--- src/rtl/delay_line_ctrl_pkg.sv ---
// delay_line_ctrl_pkg: state encoding shared by the delay line controller and its bench-facing o_State port.
package delay_line_ctrl_pkg;
  localparam int STATE_W = 2;
  localparam logic [STATE_W-1:0] S_IDLE  = 2'd0;
  localparam logic [STATE_W-1:0] S_FLUSH = 2'd1;
  localparam logic [STATE_W-1:0] S_FILL  = 2'd2;
  localparam logic [STATE_W-1:0] S_RUN   = 2'd3;
endpackage

--- src/rtl/delay_tap_line.sv ---
// delay_tap_line: WIDTH x DEPTH shift register with clear, returning stage[i_Sel-1].
module delay_tap_line #(
  parameter int DEPTH = 16,
  parameter int WIDTH = 8,
  parameter int DW    = $clog2(DEPTH) + 1
) (
  input  logic             i_Clk,
  input  logic             i_Rst,
  input  logic             i_Shift,
  input  logic             i_Clear,
  input  logic [WIDTH-1:0] i_Data,
  input  logic [DW-1:0]    i_Sel,
  output logic [WIDTH-1:0] o_Tap
);
  logic [WIDTH-1:0] r_Stage [DEPTH];
  logic [DW-1:0]    w_Idx;
  assign w_Idx = i_Sel - 1'b1;
  always_ff @(posedge i_Clk or posedge i_Rst) begin
    if (i_Rst) r_Stage <= '{default: '0};
    else if (i_Clear) r_Stage <= '{default: '0};
    else if (i_Shift) begin
      r_Stage[0] <= i_Data;
      for (int k = 1; k < DEPTH; k++) r_Stage[k] <= r_Stage[k-1];
    end
  end
  // i_Sel is always 1..DEPTH, so an explicit compare mux avoids an over-wide array index
  always_comb begin
    o_Tap = '0;
    for (int k = 0; k < DEPTH; k++) if (DW'(k) == w_Idx) o_Tap = r_Stage[k];
  end
endmodule

--- src/rtl/delay_line_ctrl.sv ---
// delay_line_ctrl: runtime-programmable delay line with config handshake.
// DELAY_LINE_CTRL_FLUSH_EN enables the FLUSH/FILL phases that suppress output until the line holds real samples.
module delay_line_ctrl
  import delay_line_ctrl_pkg::*;
#(
  parameter int DEPTH = 16,
  parameter int WIDTH = 8,
  parameter int DW    = $clog2(DEPTH) + 1
) (
  input  logic               i_Clk,
  input  logic               i_Rst,
  input  logic               i_Cfg_Valid,
  output logic               o_Cfg_Ready,
  input  logic [DW-1:0]      i_Cfg_Delay,
  output logic               o_Cfg_Err,
  input  logic               i_Data_Valid,
  output logic               o_In_Ready,
  input  logic [WIDTH-1:0]   i_Data,
  output logic               o_Data_Valid,
  output logic [WIDTH-1:0]   o_Data,
  output logic [STATE_W-1:0] o_State
);
  logic [STATE_W-1:0] r_State;
  logic [DW-1:0]      r_Delay;
  logic               r_Cfg_Err;
  logic               r_Data_Valid;
  logic [WIDTH-1:0]   r_Data;
  logic               w_Cfg_Acc;
  logic               w_Data_Acc;
  logic               w_Emit;
  logic               w_Clamp_Err;
  logic               w_Clear;
  logic [DW-1:0]      w_Clamped;
  logic [WIDTH-1:0]   w_Tap;
  // config wins over data in the same cycle, so a sample never lands in a line about to be retargeted
  assign o_In_Ready  = (r_State == S_FILL || r_State == S_RUN) && !i_Cfg_Valid;
  assign w_Cfg_Acc   = i_Cfg_Valid && o_Cfg_Ready;
  assign w_Data_Acc  = i_Data_Valid && o_In_Ready;
  assign w_Emit      = w_Data_Acc && r_State == S_RUN;
  assign w_Clamp_Err = i_Cfg_Delay == '0 || i_Cfg_Delay > DW'(DEPTH);
  assign w_Clamped   = i_Cfg_Delay == '0 ? DW'(1) : i_Cfg_Delay > DW'(DEPTH) ? DW'(DEPTH) : i_Cfg_Delay;
`ifdef DELAY_LINE_CTRL_FLUSH_EN
  logic [DW-1:0] r_Cnt;
  assign o_Cfg_Ready = r_State != S_FLUSH;
  assign w_Clear     = r_State == S_FLUSH;
  always_ff @(posedge i_Clk or posedge i_Rst) begin
    if (i_Rst) begin
      r_State <= S_IDLE;
      r_Cnt   <= '0;
    end else if (w_Cfg_Acc) r_State <= S_FLUSH;
    else if (r_State == S_FLUSH) begin
      r_State <= S_FILL;
      r_Cnt   <= '0;
    end else if (r_State == S_FILL && w_Data_Acc) begin
      r_Cnt <= r_Cnt + 1'b1;
      if (r_Cnt == r_Delay - 1'b1) r_State <= S_RUN;
    end
  end
`else
  assign o_Cfg_Ready = 1'b1;
  assign w_Clear     = 1'b0;
  always_ff @(posedge i_Clk or posedge i_Rst) begin
    if (i_Rst) r_State <= S_IDLE;
    else if (w_Cfg_Acc) r_State <= S_RUN;
  end
`endif
  always_ff @(posedge i_Clk or posedge i_Rst) begin
    if (i_Rst) begin
      r_Delay      <= DW'(1);
      r_Cfg_Err    <= 1'b0;
      r_Data_Valid <= 1'b0;
      r_Data       <= '0;
    end else begin
      r_Cfg_Err    <= w_Cfg_Acc && w_Clamp_Err;
      r_Data_Valid <= w_Emit;
      if (w_Cfg_Acc) r_Delay <= w_Clamped;
      if (w_Emit) r_Data <= w_Tap;
    end
  end
  delay_tap_line #(.DEPTH(DEPTH), .WIDTH(WIDTH), .DW(DW)) u_line (
    .i_Clk  (i_Clk),
    .i_Rst  (i_Rst),
    .i_Shift(w_Data_Acc),
    .i_Clear(w_Clear),
    .i_Data (i_Data),
    .i_Sel  (r_Delay),
    .o_Tap  (w_Tap)
  );
  assign o_State      = r_State;
  assign o_Cfg_Err    = r_Cfg_Err;
  assign o_Data_Valid = r_Data_Valid;
  assign o_Data       = r_Data;
endmodule

--- config.mk ---
export PLATFORM = sky130hd
export DESIGN_NAME = delay_line_ctrl
export DESIGN_NICKNAME = d
export VERILOG_FILES = /design/src/rtl/delay_line_ctrl_pkg.sv /design/src/rtl/delay_tap_line.sv /design/src/rtl/delay_line_ctrl.sv
export SDC_FILE = /design/constraint.sdc
export NUM_CORES = 1
export LEC_CHECK = 0
export CORE_ASPECT_RATIO = 0.75
export CORE_MARGIN = 1.5
export CORE_UTILIZATION = 45
export CTS_BUF_LIST = sky130_fd_sc_hd__clkbuf_16
export CTS_CLUSTER_DIAMETER = 150
export CTS_CLUSTER_SIZE = 10
export DETAILED_ROUTE_END_ITERATION = 6
export MAX_ROUTING_LAYER = met4
export PLACE_DENSITY_LB_ADDON = 0.1
export SYNTH_ARGS = -nofsm -noshare
export SYNTH_HDL_FRONTEND = slang
export SYNTH_SLANG_ARGS = --single-unit
export TNS_END_PERCENT = 50
--- constraint.sdc ---
create_clock -name i_Clk -period 4.7 [get_ports i_Clk]
set_input_delay 0.94 -clock i_Clk [delete_from_list [all_inputs] [get_ports i_Clk]]
set_output_delay 0.94 -clock i_Clk [all_outputs]
set_load 0.01 [all_outputs]
== Word-level counts from Yosys, hierarchy flattened ==
Index checks and enable logic that the tools add are counted.

* Flip-flop bits (word level): 144
* Word-level logic and storage cells: 67
* Input bits: 17
* Output and inout bits: 14

* Order comparisons: 1
* Multiplexer cells: 18
* Eq/ne operators: 17
* Add/subtract/negate cells: 1
* Reductions and logical operators: 9

{| class="wikitable"
|+ Operators with widths
! cell !! count
|-
| 8-bit two-way mux || 16
|-
| 4-bit by 5-bit == test with 1-bit output (first input constant) || 8
|-
| 3-bit by 5-bit == test with 1-bit output (first input constant) || 4
|-
| 2-bit by 5-bit == test with 1-bit output (first input constant) || 2
|-
| 5-bit logical NOT || 2
|-
| 5-bit two-way mux || 2
|-
| 1-bit by 5-bit == test with 1-bit output (first input constant) || 1
|-
| 5-bit > comparator (second input constant) || 1
|-
| 5-bit by 1-bit subtractor with 5-bit output (second input constant) || 1
|-
| 2-bit == test (second input constant) || 2
|-
| 1-bit logical AND || 4
|-
| 1-bit logical OR || 2
|-
| 1-bit logical NOT || 1
|}

== Longest topological paths before layout ==
Gate-level depths: netlist (run 1).

* Depth after elaboration: 18
* Mapped depth: 8
* Depth with buffers taken out: 6

== By module ==
From an unflattened synthesis (run 1), not the netlist that was laid out.

* Cells, all modules: 703
* Area, all modules: 7309.5 um2

{| class="wikitable"
|+ Modules (own cells, without submodules)
! module !! cells each !! instances !! seq. area each (um2) !! area each (um2)
|-
| delay_tap_line || 646 || 1 || 3203.1 || 6582.6
|-
| delay_line_ctrl || 57 || 1 || 401.6 || 726.9
|}

== Least setup slack after synthesis (run 1) ==
OpenSTA, ideal clock, no wires.

* Path type: input -> register
* From: input port i_Cfg_Delay[0]
* To: register r_Delay[1]
* Library setup time: 0.083 ns
* Stages: 5
* Buffers on the path: 0
* Setup slack: 2.615 ns
* Required time: 4.617 ns
* Arrival: 2.002 ns
* Cells stage by stage: or4_1 -> ha_1 -> nor2_1 -> nand3_1 -> o21ai_0

* Longest elaborated chain between the ends: 3
* Elaborated cells on any way between the ends: 4
* Classes of those cells: 1 x order compare; 2 x mux; 1 x reduce/logical

{| class="wikitable"
|+ Ends and longest elaborated chain
! what !! line !! text
|-
| start, declared || delay_line_ctrl.sv:14 || <nowiki>input logic [DW-1:0] i_Cfg_Delay,</nowiki>
|-
| 5-bit > comparator || delay_line_ctrl.sv:41 || <nowiki>assign w_Clamped = i_Cfg_Delay == '0 ? DW'(1) : i_Cfg_Delay > DW'(DEPTH) ? DW'(DEPTH) : i_Cfg_Delay;</nowiki>
|-
| 5-bit two-way mux || delay_line_ctrl.sv:41 ||
|-
| 5-bit two-way mux (*) || delay_line_ctrl.sv:41 ||
|-
| end signal, assigned || delay_line_ctrl.sv:76 || <nowiki>if (w_Cfg_Acc) r_Delay <= w_Clamped;</nowiki>
|-
| end, declared || delay_line_ctrl.sv:24 || <nowiki>logic [DW-1:0] r_Delay;</nowiki>
|}

Every way passes the cells marked *; elsewhere a longest branch is shown, timed or not.
A chain may end at the register's enable or synchronous reset.

== Final worst setup path (run 1) ==
* From: input port i_Cfg_Valid
* To: register r_Data[7], in the netlist o_Data[7]

* Longest elaborated chain between the ends: 4

{| class="wikitable"
|+ Ends and longest elaborated chain
! what !! line !! text
|-
| start, declared || delay_line_ctrl.sv:12 || <nowiki>input logic i_Cfg_Valid,</nowiki>
|-
| 1-bit logical NOT || delay_line_ctrl.sv:36 || <nowiki>assign o_In_Ready = (r_State == S_FILL || r_State == S_RUN) && !i_Cfg_Valid;</nowiki>
|-
| 1-bit logical AND || delay_line_ctrl.sv:36 ||
|-
| 1-bit logical AND || delay_line_ctrl.sv:38 || <nowiki>assign w_Data_Acc = i_Data_Valid && o_In_Ready;</nowiki>
|-
| 1-bit logical AND || delay_line_ctrl.sv:39 || <nowiki>assign w_Emit = w_Data_Acc && r_State == S_RUN;</nowiki>
|-
| end signal, assigned || delay_line_ctrl.sv:77 || <nowiki>if (w_Emit) r_Data <= w_Tap;</nowiki>
|-
| end, declared || delay_line_ctrl.sv:27 || <nowiki>logic [WIDTH-1:0] r_Data;</nowiki>
|}

No other way between the ends.

==> results of run 1 <==
[sequential cells by signal, indices dropped and copies added (netlist names)]
signal	flops
o_Data	8
r_Delay	5
o_Cfg_Err	1
u_line.r_Stage	128
o_Data_Valid	1
o_State	1
[cell families (layout without fill, tap and decap cells)]
family	Yosys count	after routing
AND/OR/NAND/NOR	494	494
flip-flops	144	144
other	1	2
AO/OA/AOI/OAI	114	114
buffers and inverters	68	87
multiplexers	10	10
adder cells (fa/ha/maj)	2	2
[power by group]
part	total, mW	internal, mW	switching, mW
sequential	1.68	1.47	0.210
clock	1.34	0.819	0.523
combinational	0.525	0.204	0.320
total	3.55	2.49	1.05
[worst paths after layout]
check	start	to	slack, ns	cells past startpoint
worst max-delay path	i_Cfg_Valid	o_Data[7]	1.33	6
worst min-delay path	u_line.r_Stage[7]	u_line.r_Stage[7]	0.48	2
worst max register to register	r_Delay[2]	o_Data[4]	2.01	6
worst min register to register	u_line.r_Stage[7]	u_line.r_Stage[7]	0.48	2
max in group asynchronous	i_Rst	u_line.r_Stage[8]	2.61	4
min in group asynchronous	i_Rst	o_State[0]	1.05	2
[placed cells by master, fill, tap and decap left out, types with 6 or more instances in the layout]
cell,Yosys,final
nor3_1,21,21
nand3_1,17,17
clkbuf_16,0,17
inv_1,14,14
mux2i_1,6,6
dfrtp_1,143,143
nor2_1,35,35
nand2b_1,8,8
o21ai_0,26,26
nor2b_1,7,7
nand2_1,374,374
buf_4,6,9
clkdlybuf4s50_1,0,29
o211ai_1,10,10
or4_1,7,7
o22ai_1,12,12
a21oi_1,25,25
[worst reg2reg max path, cell delays in order, from the launching register on]
cell     delay, ns
dfrtp_1       0.67
buf_4         0.36
or2_0         0.48
o21a_1        0.17
o22ai_1       0.05
or4_1         0.67
a21oi_1       0.21
[per-stage QoR]
stage               power, mW  hold slack (ns)
CTS                     3.563           0.4758
floorplan               2.002           0.4391
global placement        2.193           0.4538
detailed placement      2.216           0.4616
global route            3.723           0.4961
finish                  3.545           0.4772
[layout make-up]
type	instances	area share, %
flip-flops and latches	144	45.93
multi-input cells	621	37.62
clock buffers	17	5.420
repair buffers	40	5.069
well taps	200	3.188
clock inverters	15	1.945
inverters	15	0.7971
diodes	1	0.03188
[layer usage]
metal	up-vias	global-route usage, %	routed length (µm)
met4	0	8.892	309
met1	2835	37.34	9438
met5	-	-	0
li1	2754	-	-
met3	25	5.844	1145
met2	198	34.93	7764
==> results.md, run 1 <==
* Outcome: finished clean
* Net count, final at 858
* Design area at 0.007849 mm²
* Relative slew slack at 38.17%
* WS Path Type: in2reg
* Peak Freq at 296.5 MHz
* Slew Viols, Final at 0
* Die area at 0.01605 mm²
* Buf+Inv Stages, Crit Path at 3
* Cell family with most CP delay: buffers and inverters
* Count leader, synth: nand2_1
* Worst setup EP type: flip-flop
* Core area at 0.01469 mm²
* DR DRC count at 0
* Routed WL at 18,660 µm
* Global-route usage over all layers at 25.66%
* Setup Slack @ Placement at 0.9552 ns
* Post-CTS setup buffer count at 0
* RSZ-0062 raised after global routing: false
* Drt wl/cell at 17.72 µm
* Hold Vio Cnt, Final at 0
* Hold buffer count at cts at 0
* Largest stage delay, worst path at ~0.81 ns
* Fin util at 53.42%
* Synth cell types at 63
* GP Congestion at 0.8312
* Max_cap viols at 0
* Synth Register Bits at 144
* Max rail drop VDD at ~220 µV
* Starting Density at 46.82%
* Tcrit/Tclk final at 71.76%
* Largest net degree at the start of global routing at 75
* Vias after detailed routing at 5,812
* Leak Pwr at roughly 3.9 nW
* XOR/XNOR Fraction of Synth Area at 0%
* Yosys warning total at 0
* Ports at 31
* Mean Syn Cell Area at 8.258 µm²
* Ys flop type: dfrtp_1
* CP required at around 5.0 ns
* Area growth, synth to finish at 14.10%
* Final Critical Period at around 3.4 ns
* Post-cts sizing count at 0
* Post-DP Area at 0.007268 mm²
* Adder-Cell Fraction of Synth Area at 0.3638%
* DIE WIDTH at roughly 150 µm
* Multi-input gate area at 0.002953 mm²
* Critical Path AT at 3.71 ns
* Final Non-Filler Cells at between 1,000 and 1,500
* Max stage delay cell, worst path: clkdlybuf4s50_1
* Critical-path cell list: clkdlybuf4s50_1 > nand3b_1 > buf_4 > buf_4 > a2bb2oi_1 > a41oi_1
* Vias in the first global route at approximately 5,500
* Mux contribution to synthesized area at ~1.5%
* Largest fanout on the critical path at 74
* Pwr dens at 451.7 mW/mm²
* Clock sink total at 144
* Endpoints failing setup at 0
* Synth Area in Simple Gates at between 20% and 30%
* Fin worst setup slack at 1.327 ns
* Syn Inst Count at 833
* Initial antenna violation count at 2
* Clk pin slew, worst setup/hold paths at around 0.060 ns
* Fillers at 1,343
* Total global routing overflow at 0
* Synth Area in Compound Gates at 10.99%
* Top post-synthesis cells by area: dfrtp_1 (52%), nand2_1 (20%), nor2_1 (1.9%)
* Latest clock arrival within the worst-skew pair at 0.43 ns
* Worst Tran Pin Value at 0.9255 ns
* Final setup TNS at 0 ns
* Largest family of logic cells by synthesized area: simple AND/OR/NAND/NOR gates
* Synth cell count leaders: nand2_1 (374), dfrtp_1 (143), nor2_1 (35)
* Post-synth ARST share at 100.0%
* Number of synthesized flops with an enable pin at 0
* CTS Buf Count at 17
* Most frequent CP cell: buf_4
* Hold crit path type: reg2reg
* Detailed placer's ending HPWL at about 12,000 µm
* Register area share after synthesis at 52.40%
* Post-route ant nets at 0
* Post-synthesis net count at 852
* PortBufs at 29
* Vias per cell at 5.519
* Yosys top cell by area: dfrtp_1
* Die Y at 110.1 µm
* Clock Path Buffers at 2
* Initial drt markers at 555
* First-pass GRT wire length at 30,330 µm
* FF/Latch Area at around 0.0036 mm²
* Layout cells sized above 1 at 6.221%
* Clock skew at 0.007572 ns
* Mapped Area at 0.006879 mm²
* Dpl cells at 1,020
* CTS root buffer: clkbuf_16
* Crit start category: input port
* TritonCTS clock tree: done
* Num rows at 38
* First-pass DRT Iterations at 5
* Top-area cell type share of the netlist area at 52.02%
* Htree depth at 4
(Power assumes the default switching activity.)
==> inputs of run 2 (changes only) <==
- clock period: 4.7 -> 3.3 ns (I/O delays scaled with it)
==> results.md, run 2 (synthesis gave the netlist of run 1 again) <==
* Setup Slack @ Placement at around 0.62 ns
* Hold buffer count at cts at 0
* Die area at 0.01605 mm²
* Die Y at approximately 110 µm
* GP Congestion at 0.8874
* DR DRC count at 0
* Relative slew slack at 40.62%
* Final setup TNS at 0 ns
* Final Non-Filler Cells at 1,061
* Vias per cell at 5.565
* Core area at 0.01469 mm²
* Global-route usage over all layers at about a quarter
* Clk pin slew, worst setup/hold paths at roughly 0.060 ns
* Routed WL at 18,370 µm
* CTS Buf Count at 17
* Peak Freq at 410.3 MHz
* Worst Tran Pin Value at around 0.89 ns
* Tcrit/Tclk final at 73.86%
* Clock sink total at between 100 and 150
* Post-cts sizing count at 0
* Largest fanout on the critical path at 4
* Outcome: finished clean
* Net count, final at about 870
* Starting Density at a little under half
* Internal Power at 3.715 mW
* Detailed placer's ending HPWL at 12,390 µm
* Final Critical Period at 2.437 ns
* Max rail drop VDD at 372.7 µV
* Largest register FFs at 128
* Critical Path AT at 1.78 ns
* Drt wl/cell at 17.31 µm
* CTS root buffer: clkbuf_16
* Sw Ratio at 28.63%
* TritonCTS clock tree: done
* Overall power at approximately 5.2 mW
* CP required at 2.64 ns
* Layout cells sized above 1 at 7.093%
* PortBufs at 29
* Dpl cells at 1,028
* Post-CTS setup buffer count at 0
* Clock Path Buffers at 2
* Clock skew at 0.01379 ns
* Initial antenna violation count at 1
* WS Path Type: in2out
* Worst setup EP type: primary output
* Most frequent cells in the layout: nand2_1 (374), dfrtp_1 (143), nor2_1 (35)
* Comb pwr share at 14.2%
* Vias in the first global route at 5,424
* Worst Hold Margin at 0.4753 ns
* Post-route ant nets at 0
* Num rows at 38
* DIE WIDTH at 145.8 µm
* Fin worst setup slack at 0.8628 ns
* Hold Vio Cnt, Final at 0
* Largest Register: u_line.r_Stage
* Commonest non-fill, non-tap cell in the layout: nand2_1
* First-pass DRT Iterations at 7
* Vias after detailed routing at 5,904
* Latest clock arrival within the worst-skew pair at between 0.4 and 0.5 ns
* Pwr dens at ~650 mW/mm²
* Clk pwr share at a little under 40%
* Hold crit path type: reg2reg
* Endpoints failing setup at 0
* RSZ-0062 raised after global routing: false
* Flop pwr share at 46.4%
* Leak Pwr at between 3 and 4 nW
* Max_cap viols at 0
* Crit start category: input port
* Fillers at about 1,300
* First-pass GRT wire length at 29,680 µm
* Htree depth at 4
* Area growth, synth to finish at 15.68%
* Ports at 31
* Slew Viols, Final at 0
* Total global routing overflow at 0
* Initial drt markers at approximately 580
* Largest net degree at the start of global routing at 138
* Net Switching at 1.490 mW
[run 2: worst paths after layout]
kind	start	to	slack, ns	cells past startpoint
worst max-delay path	i_Cfg_Valid	o_In_Ready	0.86	3
worst min-delay path	u_line.r_Stage[7]	u_line.r_Stage[7]	0.48	2
worst max register to register	r_Delay[1]	o_Data[2]	0.91	5
worst min register to register	u_line.r_Stage[7]	u_line.r_Stage[7]	0.48	2
max in group asynchronous	i_Rst	r_Delay[0]	1.90	3
min in group asynchronous	i_Rst	u_line.r_Stage[18]	0.57	2
[run 2: final cells by class]
cell class | count | area, µm² | area share, %
tap | 200 | 250.2 | 3.145
multi-input combinational | 621 | 2953 | 37.11
sequential | 144 | 3605 | 45.30
antenna | 1 | 2.502 | 0.03145
timing repair buffer | 48 | 457.9 | 5.755
clock inverter | 15 | 201.4 | 2.531
clock buffer | 17 | 425.4 | 5.346
inverter | 15 | 62.56 | 0.7862
[run 2: critical path: stages]
cell	delay, ns
clkdlybuf4s50_1	0.46
nor2b_1	0.13
clkdlybuf4s50_1	0.53
[run 2: metal layers]
| metal | GRT usage (%) | routed length, µm | vias up |
|---|---|---|---|
| li1 | - | - | 2781 |
| met1 | 36.36 | 8993 | 2884 |
| met2 | 33.27 | 7785 | 210 |
| met3 | 5.967 | 1257 | 29 |
| met4 | 9.694 | 329 | 0 |
| met5 | - | 0 | - |
[run 2: through the flow]
step	instance area, µm²	util, %
after floorplan	6883	-
after global placement	7328	49.88
after detailed placement	7328	49.88
after CTS	7955	54.15
after global routing	7958	54.16
final	7958	54.16
[run 2: power groups by stage]
stage | Sequential, mW | Clock (mW) | Combinational (mW)
after CTS | 2.40 | 2.09 | 0.747
after detailed placement | 2.43 | 0 | 0.742
after floorplan | 2.31 | 0 | 0.539
final | 2.41 | 2.05 | 0.740
after global routing | 2.45 | 2.17 | 0.843
after global placement | 2.42 | 0 | 0.717
